<file path="config.mk">
export PLATFORM = sky130hd
export DESIGN_NAME = scs8hd_o21bai_evtmon_flat
export DESIGN_NICKNAME = d
export VERILOG_FILES = /design/src/rtl/scs8hd_o21bai_evtmon_if.sv /design/src/rtl/scs8hd_o21bai_evtmon.sv /design/src/flat_wrapper.sv
export SDC_FILE = /design/constraint.sdc
export NUM_CORES = 1
export LEC_CHECK = 0
export ABC_AREA = 1
export CAP_MARGIN = 25
export CORE_ASPECT_RATIO = 0.9
export CORE_MARGIN = 2
export CORE_UTILIZATION = 45
export DETAILED_ROUTE_END_ITERATION = 8
export MAX_ROUTING_LAYER = met4
export PLACE_DENSITY = 0.78
export SLEW_MARGIN = 20
export SYNTH_ARGS = -nofsm -noshare
export SYNTH_HDL_FRONTEND = slang
export SYNTH_SLANG_ARGS = --single-unit
</file>
<file path="constraint.sdc">
create_clock -name CLK -period 1.5 [get_ports CLK]
set_input_delay 0.15 -clock CLK [delete_from_list [all_inputs] [get_ports CLK]]
set_output_delay 0.15 -clock CLK [all_outputs]
set_load 0.02 [all_outputs]
</file>
<file path="src/rtl/scs8hd_o21bai_evtmon_if.sv">
// Report channel of the o21bai event monitor: snapshot payload plus valid/ready
// handshake and the sticky drop flag.
interface scs8hd_o21bai_evtmon_if #(
  parameter int unsigned CNT_W = 8
);
  logic             RPT_VALID;
  logic             RPT_READY;
  logic [CNT_W-1:0] RPT_DATA;
  logic             RPT_SAT;
  logic             RPT_DROP;

  modport master (
    output RPT_VALID,
    output RPT_DATA,
    output RPT_SAT,
    output RPT_DROP,
    input  RPT_READY
  );

  modport slave (
    input  RPT_VALID,
    input  RPT_DATA,
    input  RPT_SAT,
    input  RPT_DROP,
    output RPT_READY
  );
endinterface

</file>
<file path="src/rtl/scs8hd_o21bai_evtmon.sv">
// Synchronizes and deglitches the o21bai Y output, counts its qualified falling
// edges and hands snapshot counts out over a valid/ready report channel.
module scs8hd_o21bai_evtmon #(
  parameter int unsigned FILT_LEN = 3,
  parameter int unsigned CNT_W    = 8
) (
  input  logic                           CLK,
  input  logic                           RESET,
  input  logic                           Y,
  input  logic                           RD_REQ,
  output logic                           YF,
  output logic                           EVT,
  scs8hd_o21bai_evtmon_if.master         rpt
);

  localparam int unsigned RC_W = 4;
  localparam logic [RC_W-1:0]  FILT_LEN_RC = RC_W'(FILT_LEN);
  localparam logic [CNT_W-1:0] CNT_MAX     = '1;

  typedef enum logic [1:0] {
    STABLE_HI = 2'd0,
    CHK_LO    = 2'd1,
    STABLE_LO = 2'd2,
    CHK_HI    = 2'd3
  } filt_state_e;

  logic             s1, s2;
  filt_state_e      state_q, state_d;
  logic [RC_W-1:0]  rc_q, rc_d;
  logic             yf_q, yf_d;
  logic             evt_q, evt_d;

  logic [CNT_W-1:0] cnt, cnt_d, cnt_inc;
  logic             sat, sat_d;
  logic             accept, reject;

  logic             rpt_valid_q;
  logic [CNT_W-1:0] rpt_data_q;
  logic             rpt_sat_q;
  logic             rpt_drop_q;

  // Two-flop synchronizer; only s2 is used downstream
  always_ff @(posedge CLK) begin
    if (RESET) begin
      s1 <= 1'b1;
      s2 <= 1'b1;
    end else begin
      s1 <= Y;
      s2 <= s1;
    end
  end

  always_ff @(posedge CLK) begin
    if (RESET) begin
      state_q <= STABLE_HI;
      rc_q    <= '0;
      yf_q    <= 1'b1;
      evt_q   <= 1'b0;
    end else begin
      state_q <= state_d;
      rc_q    <= rc_d;
      yf_q    <= yf_d;
      evt_q   <= evt_d;
    end
  end

  // Deglitch filter: FILT_LEN consecutive mismatching samples flip YF
  always_comb begin
    state_d = state_q;
    rc_d    = rc_q;
    yf_d    = yf_q;
    evt_d   = 1'b0;
    unique case (state_q)
      STABLE_HI: begin
        if (!s2) begin
          if (FILT_LEN_RC == RC_W'(1)) begin
            state_d = STABLE_LO;
            rc_d    = '0;
            yf_d    = 1'b0;
            evt_d   = 1'b1;
          end else begin
            state_d = CHK_LO;
            rc_d    = RC_W'(1);
          end
        end
      end
      CHK_LO: begin
        if (s2) begin
          state_d = STABLE_HI;
          rc_d    = '0;
        end else if (rc_q + RC_W'(1) == FILT_LEN_RC) begin
          state_d = STABLE_LO;
          rc_d    = '0;
          yf_d    = 1'b0;
          evt_d   = 1'b1;
        end else begin
          rc_d = rc_q + RC_W'(1);
        end
      end
      STABLE_LO: begin
        if (s2) begin
          if (FILT_LEN_RC == RC_W'(1)) begin
            state_d = STABLE_HI;
            rc_d    = '0;
            yf_d    = 1'b1;
          end else begin
            state_d = CHK_HI;
            rc_d    = RC_W'(1);
          end
        end
      end
      CHK_HI: begin
        if (!s2) begin
          state_d = STABLE_LO;
          rc_d    = '0;
        end else if (rc_q + RC_W'(1) == FILT_LEN_RC) begin
          state_d = STABLE_HI;
          rc_d    = '0;
          yf_d    = 1'b1;
        end else begin
          rc_d = rc_q + RC_W'(1);
        end
      end
      default: begin
        state_d = STABLE_HI;
        rc_d    = '0;
        yf_d    = 1'b1;
      end
    endcase
  end

  // An event coinciding with a snapshot is carried into the fresh count
  always_comb begin
    accept  = RD_REQ & ~rpt_valid_q;
    reject  = RD_REQ & rpt_valid_q;
    cnt_inc = (cnt == CNT_MAX) ? cnt : cnt + CNT_W'(1);
    cnt_d   = cnt;
    if (accept) begin
      cnt_d = evt_q ? CNT_W'(1) : '0;
    end else if (evt_q) begin
      cnt_d = cnt_inc;
    end
    sat_d = (cnt_d == CNT_MAX);
  end

  always_ff @(posedge CLK) begin
    if (RESET) begin
      cnt         <= '0;
      sat         <= 1'b0;
      rpt_valid_q <= 1'b0;
      rpt_data_q  <= '0;
      rpt_sat_q   <= 1'b0;
      rpt_drop_q  <= 1'b0;
    end else begin
      cnt <= cnt_d;
      sat <= sat_d;
      if (accept) begin
        rpt_valid_q <= 1'b1;
        rpt_data_q  <= cnt;
        rpt_sat_q   <= sat;
      end else if (rpt_valid_q && rpt.RPT_READY) begin
        rpt_valid_q <= 1'b0;
      end
      if (reject) begin
        rpt_drop_q <= 1'b1;
      end
    end
  end

  assign YF            = yf_q;
  assign EVT           = evt_q;
  assign rpt.RPT_VALID = rpt_valid_q;
  assign rpt.RPT_DATA  = rpt_data_q;
  assign rpt.RPT_SAT   = rpt_sat_q;
  assign rpt.RPT_DROP  = rpt_drop_q;

endmodule
</file>
<file path="src/flat_wrapper.sv">
// flat-port wrapper written by rule: the top's interface ports become plain ports
module scs8hd_o21bai_evtmon_flat 
#(
  parameter int unsigned FILT_LEN = 3,
  parameter int unsigned CNT_W    = 8
)
  (CLK, RESET, Y, RD_REQ, YF, EVT, rpt_RPT_VALID, rpt_RPT_DATA, rpt_RPT_SAT, rpt_RPT_DROP, rpt_RPT_READY);
  scs8hd_o21bai_evtmon_if #(.CNT_W(CNT_W)) rpt_i ();
  input  logic CLK;
  input  logic RESET;
  input  logic Y;
  input  logic RD_REQ;
  output logic YF;
  output logic EVT;
  output wire logic [$bits(rpt_i.RPT_VALID)-1:0] rpt_RPT_VALID;
  output wire logic [$bits(rpt_i.RPT_DATA)-1:0] rpt_RPT_DATA;
  output wire logic [$bits(rpt_i.RPT_SAT)-1:0] rpt_RPT_SAT;
  output wire logic [$bits(rpt_i.RPT_DROP)-1:0] rpt_RPT_DROP;
  input wire logic [$bits(rpt_i.RPT_READY)-1:0] rpt_RPT_READY;
  assign rpt_RPT_VALID = rpt_i.RPT_VALID;
  assign rpt_RPT_DATA = rpt_i.RPT_DATA;
  assign rpt_RPT_SAT = rpt_i.RPT_SAT;
  assign rpt_RPT_DROP = rpt_i.RPT_DROP;
  assign rpt_i.RPT_READY = rpt_RPT_READY;
  scs8hd_o21bai_evtmon #(.FILT_LEN(FILT_LEN), .CNT_W(CNT_W)) u_core (.CLK(CLK), .RESET(RESET), .Y(Y), .RD_REQ(RD_REQ), .YF(YF), .EVT(EVT), .rpt(rpt_i));
endmodule
</file>
* Word-level counts from Yosys, hierarchy flattened *
Cells that the tools add are included.

cells by class
  $add $sub $neg = 2
  equal/unequal tests = 14
  muxes and demuxes = 25
  bitwise gates (word level) = 4
  reductions and logical operators = 8

operators with widths
  kind                                                                      count
  8-bit 2-to-1 mux                                                          3
  4-bit 2-to-1 mux                                                          5
  8-bit equality test (second input constant)                               2
  4-bit one-hot mux with 4 select lines                                     1
  2-bit 2-to-1 mux                                                          6
  8-bit by 1-bit adder with 8-bit output (second input constant)            1
  1-bit 2-to-1 mux                                                          8
  2-bit by 1-bit inequality test with 1-bit output (second input constant)  4
  2-bit one-hot mux with 4 select lines                                     1
  5-bit AND reduction                                                       1
  4-bit by 1-bit adder with 4-bit output (second input constant)            1
  2-bit equality test (second input constant)                               2
  4-bit by 2-bit equality test with 1-bit output (second input constant)    1
  2-bit inequality test (second input constant)                             2
  4-bit AND reduction                                                       1
  2-bit nonzero test                                                        2
  3-bit by 1-bit inequality test with 1-bit output (second input constant)  1
  3-bit inequality test (second input constant)                             1
  3-bit OR reduction                                                        1
  1-bit bitwise AND                                                         2
  2-bit by 1-bit equality test with 1-bit output (second input constant)    1
  2-bit zero test                                                           1
  1-bit NOT                                                                 2
  1-bit one-hot mux with 2 select lines                                     1
  other kinds (2)                                                           2

storage, ports and cells
  flip-flop bits (word level) = 30
  bits of input ports = 5
  output and inout port bits = 13

* Logic depth before layout (Yosys ltp) *
Gate-level depths: netlist of run 1.

  depth in word-level cells = 5
  depth in mapped cells = 11
  mapped depth without buffers = 11

* Least setup slack after synthesis of run 1 *
OpenSTA, ideal clock, no wires.

  path kind = flip-flop to flip-flop
  start point = register u_core.cnt[1]
  end point = register u_core.sat
  setup time = 0.064 ns
  arrival = 1.271 ns
  required time = 1.436 ns
  path slack = 0.166 ns
  stages on the path, launching flop included = 12
  path buffers = 0
  clock period less this slack = 1.334 ns
  cells stage by stage = dfxtp_1 ha_1 nand2_2 nor2_4 nand2_4 nand2_4 inv_2 nand2_1 nand2_2 nor2_2 nand3_1 nor2_1

on the way
  longest elaborated chain between the ends = 5
  elaborated cells on any way between the ends = 6
  classes of those cells = add/sub: 1; eq/ne: 2; mux: 3

RTL lines
  element                                                                        RTL line                     source
  start, declared                                                                scs8hd_o21bai_evtmon.sv:33   logic [CNT_W-1:0] cnt, cnt_d, cnt_inc;
  start signal, assigned                                                         scs8hd_o21bai_evtmon.sv:155  cnt <= cnt_d;
  8-bit by 1-bit adder with 8-bit output or 8-bit equality test (tied branches)  scs8hd_o21bai_evtmon.sv:136  cnt_inc = (cnt == CNT_MAX) ? cnt : cnt + CNT_W'(1);
  8-bit 2-to-1 mux                                                               scs8hd_o21bai_evtmon.sv:136
  8-bit 2-to-1 mux *                                                             scs8hd_o21bai_evtmon.sv:140  end else if (evt_q) begin
  8-bit 2-to-1 mux *                                                             scs8hd_o21bai_evtmon.sv:138  if (accept) begin
  8-bit equality test *                                                          scs8hd_o21bai_evtmon.sv:143  sat_d = (cnt_d == CNT_MAX);
  end signal, assigned                                                           scs8hd_o21bai_evtmon.sv:156  sat <= sat_d;
  end, declared                                                                  scs8hd_o21bai_evtmon.sv:34   logic sat, sat_d;

Every way passes the cells marked *; elsewhere a longest branch is shown, timed or not.
A chain may end at the register's enable or synchronous reset.

* Worst setup path after layout of run 1 *
  start point = register u_core.rpt_drop_q, in the netlist u_core.rpt.RPT_DROP
  end point = output port rpt_RPT_DROP

RTL lines
  element                 RTL line                     source
  start, declared         scs8hd_o21bai_evtmon.sv:40   logic rpt_drop_q;
  start signal, assigned  scs8hd_o21bai_evtmon.sv:153  rpt_drop_q <= 1'b0;
  start signal, assigned  scs8hd_o21bai_evtmon.sv:165  rpt_drop_q <= 1'b1;
  end, declared           flat_wrapper.sv:18           output wire logic [$bits(rpt_i.RPT_DROP)-1:0] rpt_RPT_DROP;

No word-level cell between the ends.

==> run_summary.xml, run 1 <==
<?xml version="1.0" encoding="UTF-8"?>
<metrics>
  <group name="drt">
    <metric name="drtAntennaViolNets" unit="">0</metric>
    <metric name="first_iter_violations" unit="">41</metric>
    <metric name="detail_route.wl_per_cell" unit="um">10.8</metric>
    <metric name="num_vias" unit="">1235</metric>
    <metric name="routed_via_density" unit="">4.66</metric>
    <metric name="route.final.wire_length" unit="mm">2.87</metric>
    <metric name="dr.pass1.iters" unit="">4</metric>
    <metric name="detail_route.drc_violations" unit="">0</metric>
  </group>
  <group name="power_and_ir_drop">
    <metric name="cellLeakagePower" unit="nW">0.770</metric>
    <metric name="worst_ir_drop_vdd" unit="V">0.000575</metric>
    <metric name="power.density_cell_area" unit="nW/um2">865</metric>
    <metric name="report.power.total" unit="W">0.00151</metric>
  </group>
  <group name="setup_path">
    <metric name="path_max_fanout" unit="">2</metric>
    <metric name="worstPathRequired" unit="ps">1350</metric>
    <metric name="cp_slowest_stage_delay" unit="ps">610</metric>
    <metric name="cp_data_arrival_time" unit="ps">1300</metric>
    <metric name="critical-path-top-delay-family" unit="">buffers and inverters</metric>
    <metric name="setup.worst_path.class" unit="">register to output port</metric>
    <metric name="critical_path.slowest_cell" unit="">clkdlybuf4s50_1</metric>
    <metric name="timing.critical_path.from_type" unit="">register</metric>
    <metric name="crit_buf_inv" unit="">1</metric>
    <metric name="cp_cell_sequence" unit="">clkdlybuf4s50_1</metric>
    <metric name="setup.reg_to_reg.worst_slack" unit="ps">70</metric>
    <metric name="end_kind" unit="">output port</metric>
  </group>
  <group name="layout">
    <metric name="diodes" unit="">0</metric>
    <metric name="proportion_of_layout_cells_with_a_drive_suffix_above_1" unit="%">18.4</metric>
    <metric name="nFillCells" unit="">283</metric>
    <metric name="layout_area_growth_over_synthesis" unit="%">25.2</metric>
    <metric name="finish.net_count" unit="">230</metric>
    <metric name="post-route-cell-area" unit="um2">1750</metric>
  </group>
  <group name="logic_synthesis">
    <metric name="yosysWarnings" unit="">0</metric>
    <metric name="cells_after_synth" unit="">193</metric>
    <metric name="synth.ff_latch_count" unit="">30</metric>
    <metric name="synth_area" unit="um2">1400</metric>
    <metric name="post_synth_most_frequent_cells" unit="">33 x nand2_1, 30 x dfxtp_1, 28 x nor2_1</metric>
    <metric name="post_synth_main_area_contributors" unit="">dfxtp_1 43%, nand2_1 8.9%, nor2_1 7.5%, inv_1 6.4%, a21oi_1 5.4%</metric>
    <metric name="synth_area_leader_cell" unit="">dfxtp_1</metric>
    <metric name="syn_area_per_cell" unit="um2">7.24</metric>
    <metric name="synth_top_area_share" unit="%">43.0</metric>
    <metric name="number_of_synthesized_flops_with_an_enable_pin" unit="">0</metric>
    <metric name="async_set_or_reset_register_ratio_after_synthesis" unit="%">0</metric>
    <metric name="yosysMostFrequentCell" unit="">nand2_1</metric>
    <metric name="netlist-cell-type-count" unit="">26</metric>
    <metric name="synthesis.nets" unit="">201</metric>
    <metric name="synth_top_flop_cell" unit="">dfxtp_1</metric>
    <metric name="ys_seq_area_share" unit="%">43.0</metric>
  </group>
  <group name="status">
    <metric name="status" unit="">finished clean</metric>
  </group>
  <group name="timing">
    <metric name="rsz0062_at_grt" unit="">true</metric>
    <metric name="setup_violations" unit="">0</metric>
    <metric name="final.period_utilization" unit="%">96.8</metric>
    <metric name="timing_max_transition_violations_final" unit="">0</metric>
    <metric name="timing_hold_violations_final" unit="">0</metric>
    <metric name="tightestPinTransition" unit="ps">292</metric>
    <metric name="post-route-min-period" unit="ps">1450</metric>
    <metric name="maxSlewHeadroom" unit="%">80.3</metric>
    <metric name="skew" unit="ps">6.29</metric>
    <metric name="achievable-frequency" unit="MHz">689</metric>
  </group>
  <group name="run">
    <metric name="drv.max_cap_violation_count" unit="">0</metric>
  </group>
  <group name="floorplan">
    <metric name="die_height" unit="um">56.9</metric>
    <metric name="die-area" unit="um2">3570</metric>
    <metric name="fp.dieW" unit="um">62.7</metric>
    <metric name="floorplan.initialDensity" unit="%">46.3</metric>
    <metric name="io_pins" unit="">18</metric>
    <metric name="core_region" unit="um2">3020</metric>
    <metric name="num_rows" unit="">19</metric>
  </group>
  <group name="place">
    <metric name="placedInstanceArea" unit="um2">1650</metric>
    <metric name="placement.io_buffers" unit="">17</metric>
    <metric name="place.gp.congestion" unit="">0.923</metric>
    <metric name="dp.final_hpwl" unit="mm">2.07</metric>
  </group>
  <group name="global_route">
    <metric name="globalRouteOverflowTotal" unit="">0</metric>
    <metric name="global_route.usage.total" unit="%">18.0</metric>
    <metric name="antenna_found_initial" unit="">0</metric>
    <metric name="grt_pass1_wl" unit="mm">4.75</metric>
    <metric name="grt_pass1_vias" unit="">1087</metric>
    <metric name="grt_max_degree" unit="">14</metric>
  </group>
  <group name="clocking">
    <metric name="clock_sink_count" unit="">30</metric>
    <metric name="cts.path.max_buffers" unit="">2</metric>
    <metric name="cts-root-buf" unit="">clkbuf_4</metric>
    <metric name="number_of_buffers_created_by_cts" unit="">5</metric>
    <metric name="htree_num_levels" unit="">2</metric>
    <metric name="cts.reportedPaths.clkPinSlew" unit="ps">100</metric>
    <metric name="clk-insertion-delay-late" unit="ps">350</metric>
    <metric name="tritoncts" unit="">yes</metric>
  </group>
  <group name="worst_hold_path">
    <metric name="hold_class" unit="">input port to register</metric>
  </group>
</metrics>
registers in the layout, summed over array words and instances (netlist names), named ones only:
signal,count
u_core.rpt.RPT_VALID,1
u_core.rpt.RPT_DATA,8
u_core.rpt.RPT_DROP,1
u_core.state_q,1
u_core.s2,1
u_core.rc_q,4
u_core.s1,1
u_core.YF,1
u_core.sat,1
u_core.rpt.RPT_SAT,1
u_core.EVT,1
u_core.cnt,8
where the power goes:
| part | internal, W | total, W | switching, W |
|---|---|---|---|
| Sequential | 0.000822 | 0.000836 | 0.0000138 |
| Combinational | 0.0000676 | 0.000152 | 0.0000841 |
| Clock | 0.000225 | 0.000528 | 0.000303 |
layer usage:
metal  track usage, %  vias to the layer above  wire (um)
met1             24.1                      538       1560
li1                 -                      666          -
met4             9.52                        0         64
met5                -                        -          0
met2             24.4                       24       1130
met3             5.01                        7        119
worst paths after layout:
check	start	endpoint	cells after the start
worst max-delay path	u_core.rpt.RPT_DROP$_SDFFE_PP0P_	rpt_RPT_DROP	1
worst min register to register	u_core.s1$_SDFF_PP1_	u_core.s2$_SDFF_PP1_	1
worst min-delay path	Y	u_core.s1$_SDFF_PP1_	2
worst max register to register	u_core.rc_q[0]$_SDFFE_PP0P_	u_core.rc_q[1]$_SDFFE_PP0P_	7
metrics by stage:
step / cells / setup slack [ps] / util (%) / hold slack [ps] / TNS (ps)
3_3_place_gp: 256 / 24.7 / 54.8 / 396 / 0
6_report: 265 / 47.8 / 58.0 / 358 / 0
2_1_floorplan: 193 / 166 / - / 254 / 0
3_5_place_dp: 256 / 10.3 / 54.8 / 401 / 0
5_1_grt: 265 / -25.1 / 58.0 / 369 / -51.4
4_1_cts: 264 / 6.77 / 56.9 / 363 / 0
cell usage in the layout (no fill, tap or decap), drive strengths merged:
cell	count
xor2	2
xnor2	1
clkdlybuf4s50	13
o21bai	1
nand3	15
a21oi	15
nor2	33
or2	3
nand2	38
dfxtp	30
dlygate4sd2	2
ha	3
dlymetal6s2s	2
clkinv	1
clkbuf	6
o21ai	15
clkinvlp	1
nor3	2
inv	26
buf	11
o211ai	2
nand4	1
layout make-up:
cell class	instances	area [um2]	share of cell area (%)
clock buffers	6	51.3	2.93
clock inverters	2	12.5	0.715
inverters	26	97.6	5.58
multi-input cells	131	676	38.6
flip-flops and latches	30	606	34.6
well taps	42	52.6	3.00
repair buffers	28	255	14.6
what timing repair did:
item | in CTS | in global routing
setup buffers | 0 | 1
setup endpoints to repair | 3 | 8
resized for setup | 3 | 9
pin swaps | 0 | 1
hold endpoints to repair | 0 | 0
hold buffers | 0 | 0
cells by family (layout without fill, tap and decap cells):
family | count (synthesis) | after routing | synth area share [%]
compound gates | 33 | 33 | 12.4
xor+xnor | 3 | 3 | 1.88
fa+ha+maj | 3 | 3 | 2.69
buf+inv | 32 | 62 | 9.94
flops | 30 | 30 | 43.0
simple gates | 92 | 92 | 30.2
No activity file was read; power rests on OpenSTA's default activity.
==> run 2: changes to the inputs <==
--- a/config.mk
+++ b/config.mk
@@ -6,13 +6,13 @@
 export NUM_CORES = 1
 export LEC_CHECK = 0
 export ABC_AREA = 1
-export CAP_MARGIN = 25
+export CAP_MARGIN = 20
 export CORE_ASPECT_RATIO = 0.9
 export CORE_MARGIN = 2
-export CORE_UTILIZATION = 45
+export CORE_UTILIZATION = 53
 export DETAILED_ROUTE_END_ITERATION = 8
 export MAX_ROUTING_LAYER = met4
-export PLACE_DENSITY = 0.78
+export PLACE_DENSITY = 0.88
 export SLEW_MARGIN = 20
 export SYNTH_ARGS = -nofsm -noshare
 export SYNTH_HDL_FRONTEND = slang
==> run 2 against run 1 <==
Effect of this change: sequential power barely moved; first-iteration DRC count rose by 80%; count of clock-buffer cells in the layout rose by 1; clock skew fell by 0.51 ps; routed wire length rose by 10%; combinational power barely moved; sequential share of layout area fell by 0.90 points; total power fell by 1.3%.
==> run_summary.xml, run 2 (synthesis results as in run 1) <==
<?xml version="1.0" encoding="UTF-8"?>
<metrics>
  <group name="setup_path">
    <metric name="path_max_fanout" unit="">4</metric>
    <metric name="timing.critical_path.from_type" unit="">register</metric>
    <metric name="setup.worst_path.class" unit="">register to register</metric>
    <metric name="end_kind" unit="">register</metric>
    <metric name="cp_data_arrival_time" unit="ps">1730</metric>
    <metric name="worstPathRequired" unit="ps">1770</metric>
  </group>
  <group name="timing">
    <metric name="setup_violations" unit="">0</metric>
    <metric name="final.period_utilization" unit="%">97.1</metric>
    <metric name="skew" unit="ps">5.78</metric>
    <metric name="maxSlewHeadroom" unit="%">79.7</metric>
    <metric name="timing_hold_violations_final" unit="">0</metric>
    <metric name="achievable-frequency" unit="MHz">687</metric>
    <metric name="post-route-min-period" unit="ps">1460</metric>
    <metric name="tightestPinTransition" unit="ps">304</metric>
    <metric name="timing_max_transition_violations_final" unit="">0</metric>
  </group>
  <group name="status">
    <metric name="status" unit="">finished clean</metric>
  </group>
  <group name="power_and_ir_drop">
    <metric name="worst_ir_drop_vdd" unit="V">0.000819</metric>
    <metric name="power_switching_share" unit="%">25.3</metric>
    <metric name="clock_power_share" unit="%">33.8</metric>
    <metric name="power.internal" unit="W">0.00112</metric>
    <metric name="power.share.sequential" unit="%">55.9</metric>
    <metric name="power.density_cell_area" unit="nW/um2">823</metric>
    <metric name="p_sw" unit="W">0.000379</metric>
    <metric name="cellLeakagePower" unit="nW">0.784</metric>
    <metric name="share_comb_of_total_power" unit="%">10.3</metric>
    <metric name="report.power.total" unit="W">0.00149</metric>
  </group>
  <group name="place">
    <metric name="dp.final_hpwl" unit="mm">2.16</metric>
    <metric name="place.gp.congestion" unit="">0.889</metric>
    <metric name="placement.io_buffers" unit="">17</metric>
    <metric name="placedInstanceArea" unit="um2">1640</metric>
  </group>
  <group name="global_route">
    <metric name="antenna_found_initial" unit="">0</metric>
    <metric name="globalRouteOverflowTotal" unit="">0</metric>
    <metric name="grt_pass1_vias" unit="">1159</metric>
    <metric name="global_route.usage.total" unit="%">22.6</metric>
    <metric name="grt_pass1_wl" unit="mm">4.94</metric>
    <metric name="grt_max_degree" unit="">14</metric>
  </group>
  <group name="floorplan">
    <metric name="fp.dieW" unit="um">58.1</metric>
    <metric name="num_rows" unit="">17</metric>
    <metric name="io_pins" unit="">18</metric>
    <metric name="die-area" unit="um2">3060</metric>
    <metric name="die_height" unit="um">52.7</metric>
    <metric name="core_region" unit="um2">2490</metric>
    <metric name="floorplan.initialDensity" unit="%">56.2</metric>
  </group>
  <group name="drt">
    <metric name="num_vias" unit="">1315</metric>
    <metric name="route.final.wire_length" unit="mm">3.16</metric>
    <metric name="detail_route.drc_violations" unit="">0</metric>
    <metric name="dr.pass1.iters" unit="">4</metric>
    <metric name="routed_via_density" unit="">5.18</metric>
    <metric name="drtAntennaViolNets" unit="">0</metric>
    <metric name="first_iter_violations" unit="">74</metric>
    <metric name="detail_route.wl_per_cell" unit="um">12.4</metric>
  </group>
  <group name="layout">
    <metric name="post-route-cell-area" unit="um2">1820</metric>
    <metric name="layout_area_growth_over_synthesis" unit="%">29.9</metric>
    <metric name="proportion_of_layout_cells_with_a_drive_suffix_above_1" unit="%">24.3</metric>
    <metric name="finish.net_count" unit="">233</metric>
    <metric name="final_cell_mix" unit="">29 x nand2_1, 25 x nor2_1, 24 x inv_1</metric>
    <metric name="most_frequent_standard_cell_in_the_layout_excluding_fill_and_tap_cells" unit="">nand2_1</metric>
    <metric name="diodes" unit="">0</metric>
  </group>
  <group name="clocking">
    <metric name="clk-insertion-delay-late" unit="ps">330</metric>
    <metric name="number_of_buffers_created_by_cts" unit="">5</metric>
    <metric name="cts.reportedPaths.clkPinSlew" unit="ps">90</metric>
    <metric name="clock_sink_count" unit="">30</metric>
    <metric name="htree_num_levels" unit="">2</metric>
    <metric name="postCtsHoldBufs" unit="">0</metric>
    <metric name="cts-root-buf" unit="">clkbuf_4</metric>
    <metric name="tritoncts" unit="">yes</metric>
    <metric name="cts.path.max_buffers" unit="">2</metric>
  </group>
  <group name="worst_hold_path">
    <metric name="hold_class" unit="">input port to register</metric>
  </group>
  <group name="run">
    <metric name="drv.max_cap_violation_count" unit="">0</metric>
  </group>
</metrics>
[run 2: stage by stage]
step                      hold WS (ps)  util, %  std cells  setup WS (ps)  setup TNS [ps]
final                              379     73.0        254           44.2               0
after global routing               380     73.0        254          -28.3           -28.3
after CTS                          379     68.4        251           6.30               0
after detailed placement           403     66.1        243           10.0               0
after global placement             395     66.1        243           58.0               0
after floorplan                    254        -        193            166               0
[run 2: power by group through the flow]
| stage | Clock [W] | Combinational (W) | Sequential [W] |
|---|---|---|---|
| global placement | 0 | 0.000151 | 0.000853 |
| detailed placement | 0 | 0.000153 | 0.000853 |
| finish | 0.000505 | 0.000155 | 0.000835 |
| CTS | 0.000510 | 0.000154 | 0.000835 |
| global route | 0.000553 | 0.000168 | 0.000838 |
| floorplan | 0 | 0.0000597 | 0.000876 |
[run 2: layout make-up]
type	instances	area (um2)
Multi-Input combinational cell	131	732
Fill cell	192	673
Sequential cell	30	612
Timing Repair Buffer	31	277
Inverter	26	100
Clock buffer	7	55.1
Tap cell	28	35.0
Clock inverter	1	5.00
[run 2: worst paths after layout]
path / startpoint / to / cells past startpoint / slack (ps)
worst max-delay path: u_core.cnt[1]$_SDFF_PP0_ / u_core.sat$_SDFF_PP0_ / 11 / 40
worst min register to register: u_core.s1$_SDFF_PP1_ / u_core.s2$_SDFF_PP1_ / 1 / 420
worst min-delay path: Y / u_core.s1$_SDFF_PP1_ / 2 / 380
worst max register to register: u_core.cnt[1]$_SDFF_PP0_ / u_core.sat$_SDFF_PP0_ / 11 / 40
[run 2: critical path, cell delays in order (launching register included)]
cell	delay, ps
dfxtp_2	370
ha_4	160
nand2_4	60
nor2_4	170
nand2_4	80
nand2_4	90
inv_4	50
nand2_2	70
nand2_2	70
nor2_4	90
nand3_2	80
nor2_1	100
[run 2: what timing repair did]
item,4_1_cts,5_1_grt
pin swaps,0,9
buffers inserted,0,3
endpoints found under the setup margin,1,7
resized for setup,1,29
[run 2: per-layer routing]
| layer | wire length [um] | up-vias | track usage (%) |
|---|---|---|---|
| met5 | 0 | - | - |
| met4 | 61 | 0 | 10.9 |
| met3 | 148 | 8 | 6.17 |
| met2 | 1490 | 34 | 36.0 |
| met1 | 1470 | 597 | 26.6 |
| li1 | - | 676 | - |
==> run 3: changes to the inputs <==
--- a/config.mk
+++ b/config.mk
@@ -17,3 +17,4 @@
 export SYNTH_ARGS = -nofsm -noshare
 export SYNTH_HDL_FRONTEND = slang
 export SYNTH_SLANG_ARGS = --single-unit
+export TNS_END_PERCENT = 10
==> run 3 against run 2 <==
Effect of this change: total power shrank 0.40%; worst setup slack is essentially flat; non-clock buffer count shrank 3; critical endpoint unchanged; critical path depth is the same; largest cell class unchanged; die area is the same.
==> run_summary.xml, run 3 (synthesis results as in run 1) <==
<?xml version="1.0" encoding="UTF-8"?>
<metrics>
  <group name="status">
    <metric name="status" unit="">finished clean</metric>
  </group>
  <group name="layout">
    <metric name="layout.area.seq" unit="um2">611</metric>
    <metric name="diodes" unit="">0</metric>
    <metric name="most_frequent_standard_cell_in_the_layout_excluding_fill_and_tap_cells" unit="">nand2_1</metric>
    <metric name="post_layout_nonfiller_instances" unit="">251</metric>
    <metric name="nFillCells" unit="">201</metric>
    <metric name="multiInputGateArea" unit="um2">703</metric>
    <metric name="finish.net_count" unit="">230</metric>
    <metric name="proportion_of_layout_cells_with_a_drive_suffix_above_1" unit="%">20.6</metric>
    <metric name="final_cell_mix" unit="">32 x nand2_1, 26 x nor2_1, 24 x inv_1, 24 x dfxtp_1</metric>
    <metric name="layout_area_growth_over_synthesis" unit="%">26.0</metric>
  </group>
  <group name="setup_path">
    <metric name="worstPathRequired" unit="ps">1770</metric>
    <metric name="critical_path.slowest_cell" unit="">dfxtp_2</metric>
    <metric name="end_kind" unit="">register</metric>
    <metric name="timing.critical_path.from_type" unit="">register</metric>
    <metric name="cp.depth" unit="">11</metric>
    <metric name="cp_cell_sequence" unit="">ha_4, nand2_2, nor2_4, nand2_4, nand2_4, inv_2, nand2_1, nand2_2, nor2_4, nand3_2, nor2_1</metric>
    <metric name="crit_path_from" unit="">u_core.cnt[1]$_SDFF_PP0_</metric>
    <metric name="cp_data_arrival_time" unit="ps">1720</metric>
    <metric name="crit_buf_inv" unit="">1</metric>
    <metric name="cp_slowest_stage_delay" unit="ps">370</metric>
    <metric name="worst_setup_path_endpoint" unit="">u_core.sat$_SDFF_PP0_</metric>
    <metric name="critical-path-top-delay-family" unit="">simple AND/OR/NAND/NOR gates</metric>
    <metric name="setup.worst_path.class" unit="">register to register</metric>
    <metric name="regToRegStartpoint" unit="">u_core.cnt[1]$_SDFF_PP0_</metric>
    <metric name="worstRegToRegCells" unit="">11</metric>
    <metric name="path_max_fanout" unit="">4</metric>
    <metric name="endpoint_of_the_most_critical_register_to_register_path" unit="">u_core.sat$_SDFF_PP0_</metric>
    <metric name="setup.reg_to_reg.worst_slack" unit="ps">40</metric>
  </group>
  <group name="place">
    <metric name="dp.final_hpwl" unit="mm">2.16</metric>
    <metric name="place_inst" unit="">243</metric>
    <metric name="placement.io_buffers" unit="">17</metric>
    <metric name="place.gp.congestion" unit="">0.889</metric>
  </group>
  <group name="worst_hold_path">
    <metric name="whs_path_depth" unit="">2</metric>
    <metric name="hold_class" unit="">input port to register</metric>
  </group>
  <group name="clocking">
    <metric name="tritoncts" unit="">yes</metric>
    <metric name="htree_num_levels" unit="">2</metric>
    <metric name="cts-root-buf" unit="">clkbuf_4</metric>
    <metric name="postCtsHoldBufs" unit="">0</metric>
    <metric name="cts.reportedPaths.clkPinSlew" unit="ps">90</metric>
    <metric name="clk-insertion-delay-late" unit="ps">330</metric>
    <metric name="cts_post_setup_buffers_inserted" unit="">0</metric>
    <metric name="cts.path.max_buffers" unit="">2</metric>
    <metric name="number_of_buffers_created_by_cts" unit="">5</metric>
    <metric name="clock_sink_count" unit="">30</metric>
  </group>
  <group name="power_and_ir_drop">
    <metric name="power.density_cell_area" unit="nW/um2">846</metric>
    <metric name="worst_ir_drop_vdd" unit="V">0.000814</metric>
    <metric name="cellLeakagePower" unit="nW">0.748</metric>
  </group>
  <group name="global_route">
    <metric name="grt_max_degree" unit="">14</metric>
    <metric name="globalRouteOverflowTotal" unit="">0</metric>
    <metric name="antenna_found_initial" unit="">0</metric>
    <metric name="grt_pass1_vias" unit="">1159</metric>
    <metric name="global_route.usage.total" unit="%">22.6</metric>
    <metric name="grt_pass1_wl" unit="mm">4.94</metric>
  </group>
  <group name="timing">
    <metric name="tightestPinTransition" unit="ps">291</metric>
    <metric name="timing_max_transition_violations_final" unit="">0</metric>
    <metric name="setup_violations" unit="">0</metric>
    <metric name="worst_hold_slack" unit="ps">381</metric>
    <metric name="final.period_utilization" unit="%">97.0</metric>
    <metric name="timing_hold_violations_final" unit="">0</metric>
    <metric name="maxSlewHeadroom" unit="%">80.6</metric>
    <metric name="achievable-frequency" unit="MHz">687</metric>
    <metric name="skew" unit="ps">5.73</metric>
    <metric name="rsz0062_at_grt" unit="">true</metric>
    <metric name="post-route-min-period" unit="ps">1460</metric>
  </group>
  <group name="floorplan">
    <metric name="fp.dieW" unit="um">58.1</metric>
    <metric name="core_region" unit="um2">2490</metric>
    <metric name="io_pins" unit="">18</metric>
    <metric name="num_rows" unit="">17</metric>
    <metric name="floorplan.initialDensity" unit="%">56.2</metric>
    <metric name="die_height" unit="um">52.7</metric>
    <metric name="die-area" unit="um2">3060</metric>
  </group>
  <group name="drt">
    <metric name="route.final.wire_length" unit="mm">2.97</metric>
    <metric name="detail_route.drc_violations" unit="">0</metric>
    <metric name="num_vias" unit="">1318</metric>
    <metric name="drtAntennaViolNets" unit="">0</metric>
    <metric name="first_iter_violations" unit="">66</metric>
    <metric name="routed_via_density" unit="">5.25</metric>
    <metric name="dr.pass1.iters" unit="">4</metric>
    <metric name="detail_route.wl_per_cell" unit="um">11.8</metric>
  </group>
  <group name="run">
    <metric name="drv.max_cap_violation_count" unit="">0</metric>
  </group>
</metrics>
-- run 3: layer usage --
layer | global-route usage (%) | up-vias | part of all wire, %
li1 | - | 671 | -
met1 | 26.6 | 597 | 45
met2 | 36.0 | 42 | 46
met3 | 6.17 | 8 | 6.7
met4 | 10.9 | 0 | 2.2
met5 | - | - | 0
-- run 3: how the worst min path moves through the flow --
stage,startpoint,endpoint,slack (ps)
2_1_floorplan,Y,u_core.s1$_SDFF_PP1_,250
4_1_cts,Y,u_core.s1$_SDFF_PP1_,380
6_report,Y,u_core.s1$_SDFF_PP1_,380
3_3_place_gp,u_core.s1$_SDFF_PP1_,u_core.s2$_SDFF_PP1_,390
5_1_grt,Y,u_core.s1$_SDFF_PP1_,380
3_5_place_dp,u_core.s1$_SDFF_PP1_,u_core.s2$_SDFF_PP1_,400
-- run 3: area by class of cell --
class                           count  share of cell area (%)
Multi-Input combinational cell    131                    39.9
Sequential cell                    30                    34.7
Timing Repair Buffer               28                    14.4
Inverter                           26                    5.54
Clock buffer                        7                    3.13
Tap cell                           28                    1.99
Clock inverter                      1                   0.284
-- run 3: worst register-to-register path, stage by stage (launching register included) --
cell and delay [ps]:
dfxtp_2 370, ha_4 140, nand2_2 80, nor2_4 180
nand2_4 80, nand2_4 70, inv_2 60, nand2_1 90
nand2_2 70, nor2_4 90, nand3_2 80, nor2_1 90
-- run 3: where the power goes --
part | leakage [nW] | switching (W) | internal (W)
combinational | 0.465 | 0.0000839 | 0.0000695
sequential | 0.248 | 0.0000136 | 0.000820
clock | 0.0353 | 0.000275 | 0.000227
-- run 3: metrics by stage --
stage	setup TNS, ps	worst slack, ps	instance area [um2]	utilization, %	power [W]
floorplan	0	166	1400	-	0.000936
global placement	0	58.0	1640	66.1	0.00100
detailed placement	0	10.0	1640	66.1	0.00101
CTS	0	6.30	1700	68.4	0.00150
global route	-36.7	-36.7	1760	70.7	0.00156
finish	0	44.4	1760	70.7	0.00149
-- run 3: repair_timing --
| action | CTS | global route |
|---|---|---|
| pin swaps | 0 | 1 |
| setup endpoints to repair | 1 | 7 |
| resized for setup | 1 | 20 |
